`src/rtl/pmc_sequencer.sv`:
```
// Control and operand stage for a 16-bit ALU: fetches microinstructions, drives operands,
// writes results back to a 16x16 register file, keeps C/S/Z flags and sequences the PC.
module pmc_sequencer #(
  parameter int unsigned PROG_AW = 6,
  parameter int unsigned DW      = 16,
  parameter int unsigned IW      = 36
) (
  input  logic               clk,
  input  logic               reset,
  input  logic               start,
  output logic [PROG_AW-1:0] prog_addr,
  input  logic [IW-1:0]      prog_data,
  output logic [DW-1:0]      alu_a,
  output logic [DW-1:0]      alu_b,
  output logic               alu_cin,
  output logic               alu_valid,
  input  logic [DW-1:0]      alu_result,
  input  logic               alu_cout,
  input  logic               host_we,
  input  logic [3:0]         host_addr,
  input  logic [DW-1:0]      host_wdata,
  output logic [DW-1:0]      host_rdata,
  output logic [2:0]         flags,
  output logic               busy,
  output logic               done,
  output logic [PROG_AW-1:0] pc
);

  localparam int unsigned RF_AW  = 4;
  localparam int unsigned RF_N   = 16;
  localparam int unsigned FLAG_W = 3;

  localparam logic [1:0] FLOW_NEXT  = 2'b00;
  localparam logic [1:0] FLOW_JCOND = 2'b01;
  localparam logic [1:0] FLOW_JUMP  = 2'b10;
  localparam logic [1:0] FLOW_HALT  = 2'b11;

  typedef enum logic [2:0] {
    S_IDLE   = 3'd0,
    S_FETCH  = 3'd1,
    S_DECODE = 3'd2,
    S_EXEC   = 3'd3,
    S_WB     = 3'd4
  } state_e;

  state_e              state_q, state_d;
  logic [PROG_AW-1:0]  pc_q, pc_d;
  logic [PROG_AW-1:0]  prog_addr_q, prog_addr_d;
  logic [IW-1:0]       ir_q, ir_d;
  logic [DW-1:0]       alu_a_q, alu_a_d;
  logic [DW-1:0]       alu_b_q, alu_b_d;
  logic                alu_cin_q, alu_cin_d;
  logic                alu_valid_q, alu_valid_d;
  logic [FLAG_W-1:0]   flags_q, flags_d;
  logic                done_q, done_d;
  logic                busy_q, busy_d;

  logic [DW-1:0]       rf_q [RF_N];
  logic                rf_we;
  logic [RF_AW-1:0]    rf_waddr;
  logic [DW-1:0]       rf_wdata;

  logic [PROG_AW-1:0]  pc_inc;
  logic [PROG_AW-1:0]  jump_tgt;
  logic [PROG_AW-1:0]  pc_next;
  logic [1:0]          flow;
  logic                unused_ir;

  assign flow     = ir_q[33:32];
  assign jump_tgt = ir_q[16 +: PROG_AW];
  assign pc_inc   = pc_q + PROG_AW'(1);
  assign unused_ir = ^ir_q;

  // Next PC: wrap comes for free from the fixed PC width; jump and wrap are independent.
  always_comb begin
    pc_next = pc_inc;
    unique case (flow)
      FLOW_JCOND: pc_next = alu_result[DW-1] ? jump_tgt : pc_inc;
      FLOW_JUMP:  pc_next = jump_tgt;
      default:    pc_next = pc_inc;
    endcase
  end

  // State register and registered outputs
  always_ff @(posedge clk) begin
    if (reset) begin
      state_q     <= S_IDLE;
      pc_q        <= '0;
      prog_addr_q <= '0;
      ir_q        <= '0;
      alu_a_q     <= '0;
      alu_b_q     <= '0;
      alu_cin_q   <= 1'b0;
      alu_valid_q <= 1'b0;
      flags_q     <= '0;
      done_q      <= 1'b0;
      busy_q      <= 1'b0;
    end else begin
      state_q     <= state_d;
      pc_q        <= pc_d;
      prog_addr_q <= prog_addr_d;
      ir_q        <= ir_d;
      alu_a_q     <= alu_a_d;
      alu_b_q     <= alu_b_d;
      alu_cin_q   <= alu_cin_d;
      alu_valid_q <= alu_valid_d;
      flags_q     <= flags_d;
      done_q      <= done_d;
      busy_q      <= busy_d;
    end
  end

  // Next-state and datapath control
  always_comb begin
    state_d     = state_q;
    pc_d        = pc_q;
    prog_addr_d = prog_addr_q;
    ir_d        = ir_q;
    alu_a_d     = alu_a_q;
    alu_b_d     = alu_b_q;
    alu_cin_d   = alu_cin_q;
    alu_valid_d = 1'b0;
    flags_d     = flags_q;
    done_d      = 1'b0;
    rf_we       = 1'b0;
    rf_waddr    = ir_q[3:0];
    rf_wdata    = alu_result;

    unique case (state_q)
      S_IDLE: begin
        if (host_we) begin
          rf_we    = 1'b1;
          rf_waddr = host_addr;
          rf_wdata = host_wdata;
        end
        if (start) begin
          state_d     = S_FETCH;
          pc_d        = '0;
          prog_addr_d = '0;
        end
      end
      S_FETCH: begin
        state_d = S_DECODE;
      end
      S_DECODE: begin
        // Operands come straight from the fetched word so they are stable for all of EXEC.
        ir_d        = prog_data;
        alu_a_d     = rf_q[prog_data[7:4]];
        alu_b_d     = prog_data[12] ? DW'(prog_data[31:16]) : rf_q[prog_data[11:8]];
        alu_cin_d   = prog_data[14] ? flags_q[2] : prog_data[15];
        alu_valid_d = 1'b1;
        state_d     = S_EXEC;
      end
      S_EXEC: begin
        done_d  = (flow == FLOW_HALT);
        state_d = S_WB;
      end
      S_WB: begin
        rf_we   = ir_q[13];
        flags_d = {alu_cout, alu_result[DW-1], (alu_result == '0)};
        if (flow == FLOW_HALT) begin
          state_d = S_IDLE;
        end else begin
          pc_d        = pc_next;
          prog_addr_d = pc_next;
          state_d     = S_FETCH;
        end
      end
      default: begin
        state_d = S_IDLE;
      end
    endcase

    if (reset) begin
      rf_we = 1'b0;
    end
    busy_d = (state_d != S_IDLE);
  end

  // Register file has no reset; only one writer is active in any given state.
  always_ff @(posedge clk) begin
    if (rf_we) begin
      rf_q[rf_waddr] <= rf_wdata;
    end
  end

  assign host_rdata = rf_q[host_addr];
  assign prog_addr  = prog_addr_q;
  assign pc         = pc_q;
  assign alu_a      = alu_a_q;
  assign alu_b      = alu_b_q;
  assign alu_cin    = alu_cin_q;
  assign alu_valid  = alu_valid_q;
  assign flags      = flags_q;
  assign done       = done_q;
  assign busy       = busy_q;

endmodule

```
`config.mk`:
```
export PLATFORM = sky130hd
export DESIGN_NAME = pmc_sequencer
export DESIGN_NICKNAME = d
export VERILOG_FILES = /design/src/rtl/pmc_sequencer.sv
export SDC_FILE = /design/constraint.sdc
export NUM_CORES = 1
export LEC_CHECK = 0
export BUFFER_PORTS_ARGS = -buffer_cell sky130_fd_sc_hd__buf_2
export CORE_MARGIN = 1.5
export CORE_UTILIZATION = 50
export CTS_CLUSTER_DIAMETER = 50
export DETAILED_ROUTE_END_ITERATION = 7
export PLACE_DENSITY = 0.71
export SLEW_MARGIN = 0
export SYNTH_ARGS = -nofsm -noshare
export SYNTH_HDL_FRONTEND = slang
export SYNTH_SLANG_ARGS = --single-unit
```
`constraint.sdc`:
```
create_clock -name clk -period 3.5 [get_ports clk]
set_input_delay 0.7 -clock clk [delete_from_list [all_inputs] [get_ports clk]]
set_output_delay 0.7 -clock clk [all_outputs]
set_load 0.005 [all_outputs]
```
* Word-level counts from Yosys, hierarchy flattened *
Memories as Yosys holds them, arrays and structs flattened. A register that Yosys moved wholly into a read port is not among the register bits.
Index checks and enable logic that the tools add are counted.

operators by class
  div/mod/pow operators = 0
  $mul = 0
  shifts and indexed selects = 0
  reduce and logical (&&, ||, !) cells = 6
  eq/ne operators = 9
  bitwise gates (word level) = 1
  add/sub/neg operators = 1
  muxes and demuxes = 20
  $lt $le $gt $ge = 0

operators with widths
  operator                                        number
  two-way mux 16 bit                              3
  case mux 6 bit (2 select lines)                 2
  two-way mux 6 bit                               3
  zero test 16 bit                                1
  case mux 3 bit (5 select lines)                 1
  two-way mux 4 bit                               2
  two-way mux 1 bit                               7
  adder 6 x 1 -> 6 bit (second input constant)    1
  == test 3 x 2 -> 1 bit (second input constant)  2
  == test 2 bit (second input constant)           2
  inequality test 2 bit (second input constant)   2
  == test 3 x 1 -> 1 bit (second input constant)  1
  == test 3 bit (second input constant)           1
  zero test 3 bit                                 1
  two-way mux 3 bit                               1
  AND reduction 3 bit                             1
  nonzero test 3 bit                              1
  == test 2 x 1 -> 1 bit (second input constant)  1
  case mux 1 bit (2 select lines)                 1
  nonzero test 2 bit                              1
  OR reduction 2 bit                              1
  NOT 1 bit                                       1

storage, ports and cells
  bits in latches = 0
  output and inout port bits = 67
  bits in writable memories = 256
  bits of input ports = 77
  memories kept = 1
  memory bits (read-only) = 0
  flip-flop bits (word level) = 66

memory list
  memory  depth  bits a word  rd ports  clocked after memory_dff  write ports  RTL line  source
  rf_q    16     16           3         1                         1            58        logic [DW-1:0] rf_q [RF_N];

* Longest topological paths before layout *
Gate-level depths: netlist of the first run.

  depth after elaboration = 5
  depth in mapped cells = 8
  gate-level depth less buffers = 6

* Worst setup path after synthesis of the first run *
Ideal clock, no wire load.

  path type = input -> output
  start point = input port host_addr[0]
  end point = output port host_rdata[0]
  stages on the path = 5
  data required time = 2.800 ns
  arrival time = 2.163 ns
  setup slack = 0.637 ns
  path buffers = 3
  cells stage by stage = clkbuf_1 -> buf_6 -> buf_6 -> mux4_2 -> mux4_2

on the way
  longest elaborated chain between the ends = 1

RTL lines
  item                  RTL line  source
  start: declaration    20        input logic [3:0] host_addr,
  memory (16 x 16 bit)  -
  end: declaration      22        output logic [DW-1:0] host_rdata,

No other way between the ends.

* Worst setup path in the final report of the first run *
  start point = input port host_addr[0]
  end point = output port host_rdata[6]

The elaborated chain is that of the path after synthesis.

==> results.sh, run 1 <==
export IMPL_status="completed"
export IMPL_io_pins=144
export IMPL_skew_ps=21.2
export IMPL_syn_area_mm2=0.0167
export IMPL_timing_max_cap_violations=0
export IMPL_num_vias=11887
export IMPL_synth_edf_count=256
export IMPL_synth_area_per_cell_um2=14.7
export IMPL_rrSetupSlack_ps=580
export IMPL_cts_buffers=37
export IMPL_critPathMostFrequentCell="mux4_2"
export IMPL_dp_final_hpwl_um=36900
export IMPL_hold_buffers=0
export IMPL_clkSinkCount=317
export IMPL_cpPeakStageDelay_ps=550
export IMPL_hp_start="prog_data[3]"
export IMPL_wire_per_inst_um=30.9
export IMPL_rows=66
export IMPL_cts_setup_buffers=0
export IMPL_core_area_mm2=0.0327
export IMPL_grt_pass1_vias=12004
export IMPL_cts_root_buf="clkbuf_16"
export IMPL_r2r_cells=5
export IMPL_clk_latency_ps=520
export IMPL_ys_seq_elements=317
export IMPL_post_route_drc_count=0
export IMPL_start_util_pct=51.1
export IMPL_grt_pass1_wl_um=77900
export IMPL_rr_startpoint="state_q[2]"
export IMPL_yosys_warnings=0
export IMPL_setup_viol_count_final=0
export IMPL_finalHoldViolCount=0
export IMPL_cts_tree="built"
export IMPL_ctsResizeCount=0
export IMPL_yosys_area_top_type="edfxtp_1"
export IMPL_critPathArrivalTime_ps=2560
export IMPL_synth_common_cells="edfxtp_1, mux4_2, mux2i_1"
export IMPL_fin_ws_ps=236
export IMPL_area_delta_synth_final_pct=16.2
export IMPL_synth_area_top_cells="edfxtp_1, mux4_2, mux2i_1"
export IMPL_max_slew_margin_pct=40.3
export IMPL_min_period_ps=3260
export IMPL_via_per_inst=6.77
export IMPL_min_path_type="input port to register"
export IMPL_netlist_instances=1135
export IMPL_drtIter0Drc=1464
export IMPL_worstPathRequired_ps=2800
export IMPL_tns_ps=0
export IMPL_async_flop_share_pct=0
export IMPL_drv_slew=0
export IMPL_post_place_ws_ps=226
export IMPL_nets=1369
export IMPL_grt_ovfl_total=0
export IMPL_whs_endpoint="ir_q[3]"
export IMPL_crit_fanout=25
export IMPL_ir_drop_v=0.000380
export IMPL_finalCritPeriodShare_pct=93.3
export IMPL_rsz0062_at_grt="false"
export IMPL_seq_area_frac_synth_pct=53.3
export IMPL_layout_drive_gt1_share_pct=36.6
export IMPL_worstSetupEndpointType="primary output"
export IMPL_syn_nets=1216
export IMPL_ant_nets=0
export IMPL_path_cells="buf_4 -> buf_12 -> mux4_2 -> mux4_2 -> buf_2"
export IMPL_cts_htree_levels=2
export IMPL_antenna_found_initial=2
export IMPL_grt_usage_pct=31.9
export IMPL_routed_wl_um=54200
export IMPL_synth_most_common_cell="edfxtp_1"
export IMPL_timing_rr_end="rf_q[3][11]"
export IMPL_die_w_um=186
export IMPL_ys_flop_type="edfxtp_1"
export IMPL_cpMaxStageDelayCell="mux4_2"
export IMPL_cts_reportedPaths_clkPinSlew_ps=60
export IMPL_die_height_um=186
export IMPL_worstHoldPathCells=3
export IMPL_grt_max_degree=79
export IMPL_finalWeightedCongestion=0.931
export IMPL_total_power_uw=9410
export IMPL_cts_buffer_depth=3
export IMPL_netlist_cell_type_count=61
export IMPL_crit_type="input port to primary output"
export IMPL_max_freq_ghz=0.306
export IMPL_fp_dieArea_mm2=0.0345
export IMPL_powerDensity_mw_per_mm2=485
export IMPL_n_fill_cell=2550
export IMPL_worst_pin_slew_ps=896
export IMPL_critPathLaunchType="input port"
export IMPL_netlist_area_leader_share_pct=46.0
export IMPL_power_leakage_uw=0.00697
export IMPL_firstDrtPassIters=5
export IMPL_port_buffers=141
-- worst max-delay path, delay by kind of cell --
family | cells | cell delay, ps
buf+inv | 3 | 760
mux | 2 | 1050
-- placed cells by master, fill, tap and decap left out, drive strengths merged, types with 17 or more instances in the layout --
| cell | instances |
|---|---|
| dfxtp | 61 |
| a21oi | 38 |
| mux4 | 131 |
| and3 | 17 |
| edfxtp | 256 |
| mux2 | 31 |
| buf | 213 |
| a22oi | 30 |
| nor2 | 41 |
| o21ai | 24 |
| a2bb2oi | 17 |
| clkbuf | 45 |
| nand2 | 87 |
| mux2i | 128 |
-- cell type report --
class	count	area, µm²	area share (%)
multi-input cells	712	7340	37.8
inverters	7	26.3	0.135
flip-flops and latches	317	8910	45.9
repair buffers	213	1410	7.26
well taps	442	553	2.85
clock buffers	45	986	5.08
diodes	1	2.50	0.0129
clock inverters	20	186	0.960
-- flip-flops by register name, summed over array words and instances (netlist names), 3 cells and up --
name       cells
prog_addr      6
state_q        3
ir_q          13
alu_b         16
alu_a         16
flags          3
rf_q         256
-- power breakdown --
group	total (µW)	internal [µW]	switching (µW)	leakage, µW
clock	3740	2180	1570	0.000581
combinational	1300	522	782	0.00359
sequential	4370	4270	93.5	0.00280
-- per-stage QoR --
| step | util, % | cells | hold slack (ps) | area (µm²) |
|---|---|---|---|---|
| finish | 59.4 | 1757 | 415 | 19400 |
| global route | 59.4 | 1757 | 422 | 19400 |
| CTS | 59.3 | 1756 | 406 | 19400 |
| detailed placement | 55.8 | 1691 | 442 | 18200 |
| global placement | 55.8 | 1691 | 441 | 18200 |
| floorplan | - | 1135 | 432 | 16700 |
-- worst max-delay path by stage --
stage | to | slack, ps | cells after the start | from
5_1_grt | host_rdata[6] | 170 | 5 | host_addr[0]
6_report | host_rdata[6] | 240 | 5 | host_addr[0]
2_1_floorplan | host_rdata[0] | 640 | 5 | host_addr[0]
3_5_place_dp | host_rdata[13] | 230 | 5 | host_addr[0]
4_1_cts | host_rdata[13] | 220 | 5 | host_addr[0]
3_3_place_gp | host_rdata[13] | 250 | 5 | host_addr[0]
-- metal layers --
layer	up-vias	wire length (µm)	track usage [%]
met1	6004	19800	40.6
met5	-	9	0
met4	2	2240	13.8
met3	144	6450	9.27
met2	777	25700	51.0
li1	4960	-	-
-- logic make-up (layout without fill, tap and decap cells) --
group | after synthesis | after routing | synth area share (%)
AO/OA/AOI/OAI | 202 | 202 | 9.20
XOR/XNOR | 4 | 4 | 0.210
adder cells (fa/ha/maj) | 4 | 4 | 0.300
buffers and inverters | 106 | 285 | 3.24
flip-flops | 317 | 317 | 53.3
multiplexers | 290 | 290 | 27.4
other | 0 | 1 | 0
AND/OR/NAND/NOR | 212 | 212 | 6.31
Power figures use the tool's default switching activity.
==> run 2: changes to the inputs <==
--- a/config.mk
+++ b/config.mk
@@ -6,6 +6,7 @@
 export NUM_CORES = 1
 export LEC_CHECK = 0
 export BUFFER_PORTS_ARGS = -buffer_cell sky130_fd_sc_hd__buf_2
+export CORE_ASPECT_RATIO = 0.8
 export CORE_MARGIN = 1.5
 export CORE_UTILIZATION = 50
 export CTS_CLUSTER_DIAMETER = 50
==> run 2 against run 1 <==
  * The flow now finishes with violations (design-rule violations)
  * Cell count is 1.6% lower
  * Global-route usage decreased by 0.34 points
  * Routed wire length is 0.79% higher
  * Count of clock-buffer cells in the layout increased by 2
  * Non-clock buffer count shrank 13
  * Largest cell class unchanged
  * Highest routed layer is now met4
==> results.sh, run 2 (synthesis results as in run 1) <==
export IMPL_status="finished with violations"
export IMPL_violations="design-rule violations"
export IMPL_grt_max_degree=68
export IMPL_port_buffers=141
export IMPL_crit_type="input port to primary output"
export IMPL_finalWeightedCongestion=0.912
export IMPL_place_area_mm2=0.0181
export IMPL_r2r_cells=5
export IMPL_timing_max_cap_violations=0
export IMPL_critPathLaunchType="input port"
export IMPL_power_leakage_uw=0.00686
export IMPL_max_freq_ghz=0.316
export IMPL_firstDrtPassIters=8
export IMPL_rrSetupSlack_ps=830
export IMPL_via_per_inst=6.92
export IMPL_timing_rr_end="rf_q[4][8]"
export IMPL_drv_slew=0
export IMPL_final_common_cell="edfxtp_1"
export IMPL_clkSinkCount=317
export IMPL_whs_endpoint="ir_q[1]"
export IMPL_num_vias=11963
export IMPL_dp_final_hpwl_um=35300
export IMPL_clockPowerShare_pct=39.6
export IMPL_layout_drive_gt1_share_pct=35.5
export IMPL_post_route_drc_count=3
export IMPL_cts_buffers=36
export IMPL_max_slew_margin_pct=17.9
export IMPL_cts_root_buf="clkbuf_16"
export IMPL_nets=1355
export IMPL_critPathArrivalTime_ps=2460
export IMPL_rsz0062_at_grt="false"
export IMPL_die_w_um=207
export IMPL_fin_area_mm2=0.0193
export IMPL_routed_wl_um=54600
export IMPL_seq_power_share_pct=46.5
export IMPL_die_height_um=167
export IMPL_p_comb_share_pct=13.8
export IMPL_tns_ps=0
export IMPL_powerDensity_mw_per_mm2=487
export IMPL_placed_cells=1663
export IMPL_cts_reportedPaths_clkPinSlew_ps=60
export IMPL_ir_drop_v=0.000328
export IMPL_p_int_uw=6930
export IMPL_fp_dieArea_mm2=0.0345
export IMPL_ctsResizeCount=0
export IMPL_clk_latency_ps=540
export IMPL_worstPathRequired_ps=2800
export IMPL_n_fill_cell=2491
export IMPL_skew_ps=24.3
export IMPL_grt_ovfl_total=0
export IMPL_worstSetupEndpointType="primary output"
export IMPL_largest_reg_flops=256
export IMPL_wire_per_inst_um=31.6
export IMPL_crit_fanout=24
export IMPL_cts_buffer_depth=3
export IMPL_rr_startpoint="state_q[2]"
export IMPL_rows=59
export IMPL_finalHoldViolCount=0
export IMPL_p_sw_share_pct=26.1
export IMPL_hold_buffers=0
export IMPL_start_util_pct=51.1
export IMPL_p_switching_uw=2450
export IMPL_largest_register="rf_q"
export IMPL_cts_tree="built"
export IMPL_final_cell_mix="edfxtp_1, buf_2, mux4_2"
export IMPL_cts_htree_levels=2
export IMPL_cts_setup_buffers=0
export IMPL_finalCritPeriodShare_pct=90.3
export IMPL_drtIter0Drc=1564
export IMPL_min_path_type="input port to register"
export IMPL_antenna_cells=0
export IMPL_hp_start="prog_data[1]"
export IMPL_worstHoldPathCells=3
export IMPL_fin_cells=1729
export IMPL_grt_pass1_vias=11712
export IMPL_io_pins=144
export IMPL_setup_viol_count_final=0
export IMPL_worst_pin_slew_ps=1230
export IMPL_grt_pass1_wl_um=79400
export IMPL_antenna_found_initial=0
export IMPL_min_period_ps=3160
export IMPL_ant_nets=0
export IMPL_grt_usage_pct=31.6
export IMPL_core_area_mm2=0.0327
export IMPL_area_delta_synth_final_pct=15.2
[run 2: final cells by class]
cell class	count	area [µm²]	share of cell area (%)
Multi-Input combinational cell	712	7360	38.2
Clock buffer	47	983	5.11
Clock inverter	19	169	0.877
Timing Repair Buffer	200	1270	6.62
Inverter	7	26.3	0.136
Tap cell	427	534	2.77
Sequential cell	317	8910	46.3
[run 2: through the flow]
stage / hold slack (ps) / utilization, % / setup slack, ps / total power [µW]
floorplan: 432 / - / 637 / 5190
global placement: 434 / 55.4 / 367 / 5680
detailed placement: 443 / 55.4 / 379 / 5710
CTS: 415 / 58.9 / 362 / 9360
global route: 426 / 58.9 / 290 / 9620
finish: 422 / 58.9 / 339 / 9380
[run 2: worst max-delay path, cell delays in order]
cell	delay, ps
buf_4	160
buf_12	230
mux4_2	560
mux4_2	590
buf_2	180
[run 2: worst max path at each step]
stage / startpoint / to / slack [ps] / depth (start not counted)
6_report: host_addr[0] / host_rdata[5] / 340 / 5
3_5_place_dp: host_addr[0] / host_rdata[5] / 380 / 5
5_1_grt: host_addr[0] / host_rdata[6] / 290 / 5
4_1_cts: host_addr[0] / host_rdata[5] / 360 / 5
2_1_floorplan: host_addr[0] / host_rdata[0] / 640 / 5
3_3_place_gp: host_addr[0] / host_rdata[6] / 370 / 5
[run 2: routing by layer]
metal  vias up  wire (µm)  global-route usage, %
li1       4907          -                      -
met1      5980      21400                   45.6
met2       920      24100                   46.5
met3       156       6740                   6.81
met4         0       2360                   13.4
met5         -          0                      0
[run 2: power groups by stage]
stage	combinational [µW]	clock, µW	sequential [µW]
5_1_grt	1360	3880	4370
6_report	1300	3720	4360
3_3_place_gp	1240	0	4440
2_1_floorplan	786	0	4410
3_5_place_dp	1270	0	4440
4_1_cts	1280	3720	4360
